--- src/rtl/icache_line_fill.sv ---
// icache_line_fill: memory-side line-fill engine for the wide instruction cache.
// Takes one line request, reads NUM_BLOCKS words over a narrow valid/ready memory
// bus, assembles them into one line and returns it with a single-cycle ready pulse.
// Optional feature: define ICACHE_LINE_FILL_LAST_BUF_EN to keep the last completed
// line so that a repeat request for the same base is answered without memory reads.
module icache_line_fill #(
  parameter int NUM_BLOCKS = 4,
  parameter int BLOCK_SIZE = 4
) (
  input  logic                                 clk,
  input  logic                                 resetn,
  input  logic                                 line_req_valid,
  output logic                                 line_req_ready,
  input  logic [31:0]                          line_req_addr,
  output logic [8*BLOCK_SIZE*NUM_BLOCKS-1:0]   line_req_rdata,
  output logic                                 mem_valid,
  input  logic                                 mem_ready,
  output logic [31:0]                          mem_addr,
  input  logic [8*BLOCK_SIZE-1:0]              mem_rdata,
  output logic                                 fill_busy
);

  localparam int W  = 8 * BLOCK_SIZE;
  localparam int LW = W * NUM_BLOCKS;
  localparam int LB = $clog2(NUM_BLOCKS * BLOCK_SIZE);
  localparam int OB = $clog2(BLOCK_SIZE);
  localparam int CW = $clog2(NUM_BLOCKS);
  localparam logic [31:0]   LINE_MASK = ~((32'd1 << LB) - 32'd1);
  localparam logic [CW-1:0] LAST_BEAT = CW'(NUM_BLOCKS - 1);

  typedef enum logic [2:0] {
    ST_IDLE  = 3'd0,
    ST_ISSUE = 3'd1,
    ST_FETCH = 3'd2,
    ST_RESP  = 3'd3,
    ST_DROP  = 3'd4
  } state_t;

  // Registered state
  state_t           r_state;
  logic [CW-1:0]    r_cnt;
  logic [31:0]      r_base;
  logic             r_abort;
  logic             r_mem_valid;
  logic [31:0]      r_mem_addr;
  logic             r_ready;
  logic             r_busy;
  logic [LW-1:0]    r_line;

  // Next-state values
  state_t           w_state_nxt;
  logic [CW-1:0]    w_cnt_nxt;
  logic [31:0]      w_base_nxt;
  logic             w_abort_nxt;
  logic             w_abort_now;
  logic             w_mem_valid_nxt;
  logic [31:0]      w_mem_addr_nxt;
  logic             w_ready_nxt;
  logic             w_beat_wr;
  logic             w_load_buf;
  logic             w_buf_hit;
  logic [LW-1:0]    w_buf_line;

  // Word address of a beat: base low bits are zero, so OR-ing the offset
  // never carries out of the line.
  function automatic logic [31:0] beat_addr(input logic [31:0] base,
                                            input logic [CW-1:0] cnt);
    return base | (32'(cnt) << OB);
  endfunction

  // A fill is abandoned once the cache withdraws its request during ISSUE/FETCH
  assign w_abort_now = r_abort | ~line_req_valid;

  // Next-state and next-output decode for the fill sequencer
  always_comb begin
    w_state_nxt     = r_state;
    w_cnt_nxt       = r_cnt;
    w_base_nxt      = r_base;
    w_abort_nxt     = r_abort;
    w_mem_valid_nxt = r_mem_valid;
    w_mem_addr_nxt  = r_mem_addr;
    w_ready_nxt     = 1'b0;
    w_beat_wr       = 1'b0;
    w_load_buf      = 1'b0;
    case (r_state)
      ST_IDLE: begin
        w_abort_nxt     = 1'b0;
        w_mem_valid_nxt = 1'b0;
        if (line_req_valid) begin
          w_base_nxt = line_req_addr & LINE_MASK;
          w_cnt_nxt  = '0;
          if (w_buf_hit) begin
            w_state_nxt = ST_RESP;
            w_ready_nxt = 1'b1;
            w_load_buf  = 1'b1;
          end else begin
            w_state_nxt = ST_ISSUE;
          end
        end else begin
          w_state_nxt = ST_IDLE;
        end
      end
      ST_ISSUE: begin
        if (w_abort_now) begin
          // No beat is outstanding here, so the fill can stop immediately
          w_state_nxt     = ST_IDLE;
          w_abort_nxt     = 1'b0;
          w_mem_valid_nxt = 1'b0;
        end else begin
          w_state_nxt     = ST_FETCH;
          w_mem_valid_nxt = 1'b1;
          w_mem_addr_nxt  = beat_addr(r_base, r_cnt);
        end
      end
      ST_FETCH: begin
        w_abort_nxt = w_abort_now;
        if (mem_ready) begin
          w_beat_wr       = 1'b1;
          w_mem_valid_nxt = 1'b0;
          if (w_abort_now) begin
            w_state_nxt = ST_IDLE;
            w_abort_nxt = 1'b0;
          end else if (r_cnt == LAST_BEAT) begin
            w_state_nxt = ST_RESP;
            w_ready_nxt = 1'b1;
          end else begin
            w_state_nxt = ST_ISSUE;
            w_cnt_nxt   = r_cnt + CW'(1);
          end
        end else begin
          // Beat in flight: request must stay asserted and stable
          w_state_nxt     = ST_FETCH;
          w_mem_valid_nxt = 1'b1;
        end
      end
      ST_RESP: begin
        w_state_nxt = ST_DROP;
      end
      ST_DROP: begin
        if (!line_req_valid) begin
          w_state_nxt = ST_IDLE;
        end else begin
          w_state_nxt = ST_DROP;
        end
      end
      default: begin
        w_state_nxt     = ST_IDLE;
        w_abort_nxt     = 1'b0;
        w_mem_valid_nxt = 1'b0;
      end
    endcase
  end

  // Sequencer state and registered bus/handshake outputs
  always_ff @(posedge clk or negedge resetn) begin
    if (!resetn) begin
      r_state     <= ST_IDLE;
      r_cnt       <= '0;
      r_base      <= 32'd0;
      r_abort     <= 1'b0;
      r_mem_valid <= 1'b0;
      r_mem_addr  <= 32'd0;
      r_ready     <= 1'b0;
      r_busy      <= 1'b0;
    end else begin
      r_state     <= w_state_nxt;
      r_cnt       <= w_cnt_nxt;
      r_base      <= w_base_nxt;
      r_abort     <= w_abort_nxt;
      r_mem_valid <= w_mem_valid_nxt;
      r_mem_addr  <= w_mem_addr_nxt;
      r_ready     <= w_ready_nxt;
      r_busy      <= (w_state_nxt != ST_IDLE);
    end
  end

  // Line assembly: drop each accepted word into its slot, or load the buffered line on a hit
  always_ff @(posedge clk or negedge resetn) begin
    if (!resetn) begin
      r_line <= '0;
    end else if (w_load_buf) begin
      r_line <= w_buf_line;
    end else if (w_beat_wr) begin
      for (int k = 0; k < NUM_BLOCKS; k++) begin
        if (r_cnt == CW'(k)) begin
          r_line[k*W +: W] <= mem_rdata;
        end else begin
          r_line[k*W +: W] <= r_line[k*W +: W];
        end
      end
    end else begin
      r_line <= r_line;
    end
  end

`ifdef ICACHE_LINE_FILL_LAST_BUF_EN
  logic          r_buf_valid;
  logic [31:0]   r_buf_base;
  logic [LW-1:0] r_buf_line;

  // Last-line buffer: remember every line that reaches the response state
  always_ff @(posedge clk or negedge resetn) begin
    if (!resetn) begin
      r_buf_valid <= 1'b0;
      r_buf_base  <= 32'd0;
      r_buf_line  <= '0;
    end else if (r_state == ST_RESP) begin
      r_buf_valid <= 1'b1;
      r_buf_base  <= r_base;
      r_buf_line  <= r_line;
    end else begin
      r_buf_valid <= r_buf_valid;
      r_buf_base  <= r_buf_base;
      r_buf_line  <= r_buf_line;
    end
  end

  assign w_buf_hit  = r_buf_valid && ((line_req_addr & LINE_MASK) == r_buf_base);
  assign w_buf_line = r_buf_line;
`else
  assign w_buf_hit  = 1'b0;
  assign w_buf_line = '0;
`endif

  assign line_req_ready = r_ready;
  assign line_req_rdata = r_line;
  assign mem_valid      = r_mem_valid;
  assign mem_addr       = r_mem_addr;
  assign fill_busy      = r_busy;

endmodule
--- config.mk ---
export PLATFORM = sky130hd
export DESIGN_NAME = icache_line_fill
export DESIGN_NICKNAME = d
export VERILOG_FILES = /design/src/rtl/icache_line_fill.sv
export SDC_FILE = /design/constraint.sdc
export NUM_CORES = 1
export LEC_CHECK = 0
export ABC_AREA = 1
export BUFFER_PORTS_ARGS = -buffer_cell sky130_fd_sc_hd__buf_2
export CAP_MARGIN = 20
export CORE_MARGIN = 2
export CORE_UTILIZATION = 45
export DETAILED_ROUTE_END_ITERATION = 10
export PLACE_DENSITY = 0.69
export SYNTH_ARGS = -nofsm -noshare
export SYNTH_HDL_FRONTEND = slang
export SYNTH_SLANG_ARGS = --single-unit
--- constraint.sdc ---
create_clock -name clk -period 2 [get_ports clk]
set_clock_uncertainty 0.2 [all_clocks]
set_input_delay 0.4 -clock clk [delete_from_list [all_inputs] [get_ports clk]]
set_output_delay 0.4 -clock clk [all_outputs]
set_load 0.05 [all_outputs]
==> impl_metrics.env <==
export IMPL_avgSynthCellArea_sq_um=10.4
export IMPL_ys_seq_area_frac=0.646
export IMPL_min_path_type="primary input to flip-flop"
export IMPL_cp_max_fo=22
export IMPL_post_route_period_util=0.876
export IMPL_cts_tree="done"
export IMPL_status="finished clean"
export IMPL_grt_max_degree=62
export IMPL_grt_pass1_wl_mm=27.9
export IMPL_drv_cap=0
export IMPL_antenna_found_initial=0
export IMPL_p_leak_nw=5.31
export IMPL_cp_start_kind="flip-flop"
export IMPL_viasPerCell=4.69
export IMPL_drc_errors=0
export IMPL_fillers=1438
export IMPL_crit_required_ns=2.11
export IMPL_period_minus_slack_ns=1.75
export IMPL_postCtsSetupBuffers=0
export IMPL_io_buffers=224
export IMPL_ir_worst_vdd_uv=892
export IMPL_reg2reg_from="r_state[2]$_DFF_PN0_"
export IMPL_wl_per_cell_um=14.4
export IMPL_clk_pin_slew_worst_paths_ns=0.07
export IMPL_syn2layout_area_growth_pct=26.5
export IMPL_firstDrtPassIters=5
export IMPL_worstReg2RegEnd="line_req_rdata[27]$_DFFE_PN0P_"
export IMPL_fp_dieW_um=134
export IMPL_ioPinCount=231
export IMPL_final_nets=1028
export IMPL_core_area_sq_um=16500
export IMPL_synth_cells=727
export IMPL_cp_end_kind="flip-flop"
export IMPL_powerDensity_nw_per_um2=1640
export IMPL_ys_flop_type="dfrtp_1"
export IMPL_fmax_mhz=571
export IMPL_synthDistinctLibCells=23
export IMPL_synth_edf_count=0
export IMPL_drive_gt1_frac=0.335
export IMPL_setup_viol=0
export IMPL_worstPathArrival_ns=1.87
export IMPL_clkSinkCount=195
export IMPL_slew_viol_final=0
export IMPL_antenna_left=0
export IMPL_drt_iter0_markers=273
export IMPL_async_reset_ff_frac=1.00
export IMPL_dp_hpwl_mm=12.0
export IMPL_std_cell_rows=47
export IMPL_wl_mm=17.1
export IMPL_synth_seq_cells=195
export IMPL_syn_cell_area_sq_um=7560
export IMPL_cts_buffers=17
export IMPL_n_antenna_cell=0
export IMPL_hold_viol=0
export IMPL_num_vias=5579
export IMPL_fp_dieArea_sq_um=17800
export IMPL_die_y_um=134
export IMPL_clockBufferDepth=2
export IMPL_dp_slack_ns=0.243
export IMPL_fin_setup_tns_ns=0
export IMPL_regToRegSetupSlack_ns=0.25
export IMPL_rr_worst_depth=7
export IMPL_start_util=0.457
export IMPL_cts_root_buf="clkbuf_16"
export IMPL_crit_path_end="line_req_rdata[27]$_DFFE_PN0P_"
export IMPL_setup_slack_ns=0.247
export IMPL_htreeDepth=4
export IMPL_grt_setup_unrepaired="no"
export IMPL_clk_latency_ns=0.43
export IMPL_grt_pass1_vias=5441
export IMPL_multi_input_area_sq_um=2080
export IMPL_globalplace_congestion=0.747
export IMPL_yosys_warnings=0
export IMPL_hold_slack_ns=0.0194
export IMPL_worstSetupPathType="flip-flop to flip-flop"
export IMPL_min_path_cells=3
export IMPL_regArea_sq_um=4880
export IMPL_grt_overflow_total=0
export IMPL_track_usage=0.198
export IMPL_cts_resized=0
export IMPL_critPathLaunch="r_state[2]$_DFF_PN0_"
## worst max-delay path, cell delays in order, from the launching register on
cell	delay, ns
dfrtp_1	0.41
nor2_2	0.18
nand2_4	0.12
nor2_8	0.17
nand2_4	0.18
buf_12	0.22
nand2_1	0.09
o21ai_2	0.05
## cell type report
type	instances	area share
inverters	72	0.0283
multi-input cells	423	0.218
clock inverters	14	0.0182
repair buffers	247	0.151
flip-flops and latches	195	0.510
well taps	220	0.0288
clock buffers	18	0.0459
## layout by cell type, fill, tap and decap left out
cell           synthesis  routed
nor2_2                 2       2
nand3_2                0       1
clkinvlp_4             0       3
nand3b_1               1       1
buf_4                  5      11
nor3_1                 1       1
bufinv_16              0       3
nand2_4                5       5
conb_1                 1       2
buf_12                 0      11
buf_2                  7     223
clkbuf_8               0       2
ha_1                   4       4
a21oi_1               29      29
clkbuf_16              0      17
o21ai_2               37      37
o21ai_1              100     100
o211ai_1               1       1
o21ai_0               25      25
dlygate4sd3_1          0       1
inv_2                  1       1
inv_1                 71      71
nor2_1                34      34
nor2_8                 1       1
inv_6                  0       4
dfrtp_1              195     195
nand3_1                5       4
clkinv_2               0       3
inv_8                  0       1
nand2_1              176     176
## flip-flops by register name, indices dropped and copies added, names as in the netlist
name            count
line_req_rdata    128
mem_addr           30
r_base             28
r_state             3
r_cnt               2
fill_busy           1
line_req_ready      1
mem_valid           1
r_abort             1
## worst min path at each step
stage	startpoint	to	slack, ns
5_1_grt	line_req_addr[14]	r_base[14]$_DFFE_PN0P_	0.01
3_3_place_gp	resetn	line_req_rdata[112]$_DFFE_PN0P_	0.18
6_report	line_req_addr[29]	r_base[29]$_DFFE_PN0P_	0.02
3_5_place_dp	resetn	line_req_rdata[112]$_DFFE_PN0P_	0.19
2_1_floorplan	resetn	fill_busy$_DFF_PN0_	-0.1
4_1_cts	line_req_addr[28]	r_base[28]$_DFFE_PN0P_	0.002
## cell usage after synthesis (2+ instances only)
| cell type | n | area, sq um |
|---|---|---|
| nand3_1 | 5 | 25.0 |
| buf_4 | 5 | 37.5 |
| nand2_1 | 176 | 661 |
| inv_1 | 71 | 267 |
| clkbuf_1 | 3 | 11.3 |
| a21oi_1 | 29 | 145 |
| buf_2 | 7 | 35.0 |
| nor2_1 | 34 | 128 |
| nand2_4 | 5 | 56.3 |
| dfrtp_1 | 195 | 4880 |
| nor2_2 | 2 | 12.5 |
| o21ai_2 | 37 | 324 |
| o21ai_1 | 100 | 500 |
| ha_1 | 4 | 50.1 |
| buf_6 | 22 | 248 |
| o21ai_0 | 25 | 125 |
## logic make-up after synthesis
logic type      after synthesis  synth area share
buf+inv                     110            0.0803
flops                       195             0.646
fa+ha+maj                     4           0.00662
other cells                   1          0.000496
compound gates              192             0.146
simple gates                225             0.121
## what timing repair did
action | CTS | global route
setup endpoints to repair | 0 | 0
hold buffers | 1 | 0
endpoints found under the hold margin | 44 | 0
## power breakdown
| group | total (mW) | leakage, nW | internal (mW) | switching (mW) |
|---|---|---|---|---|
| combinational | 6.46 | 2.48 | 1.50 | 4.95 |
| clock | 3.55 | 0.295 | 2.02 | 1.53 |
| sequential | 5.72 | 2.53 | 5.14 | 0.579 |
## through the flow
step           utilization  cells  power [mW]  cell area, sq um
2_1_floorplan            -    728        10.7              7560
3_3_place_gp         0.541   1156        12.1              8940
3_5_place_dp         0.541   1156        12.3              8940
4_1_cts              0.579   1189        15.9              9560
5_1_grt              0.579   1189        16.6              9560
6_report             0.579   1189        15.7              9560
## per-layer routing
metal  vias up  track usage  share of wire
met3        27       0.0575          0.069
li1       2779            -              -
met4         0       0.0697          0.020
met1      2597        0.265           0.45
met5         -            0              0
met2       176        0.311           0.46
No activity file was read; power rests on OpenSTA's default activity.
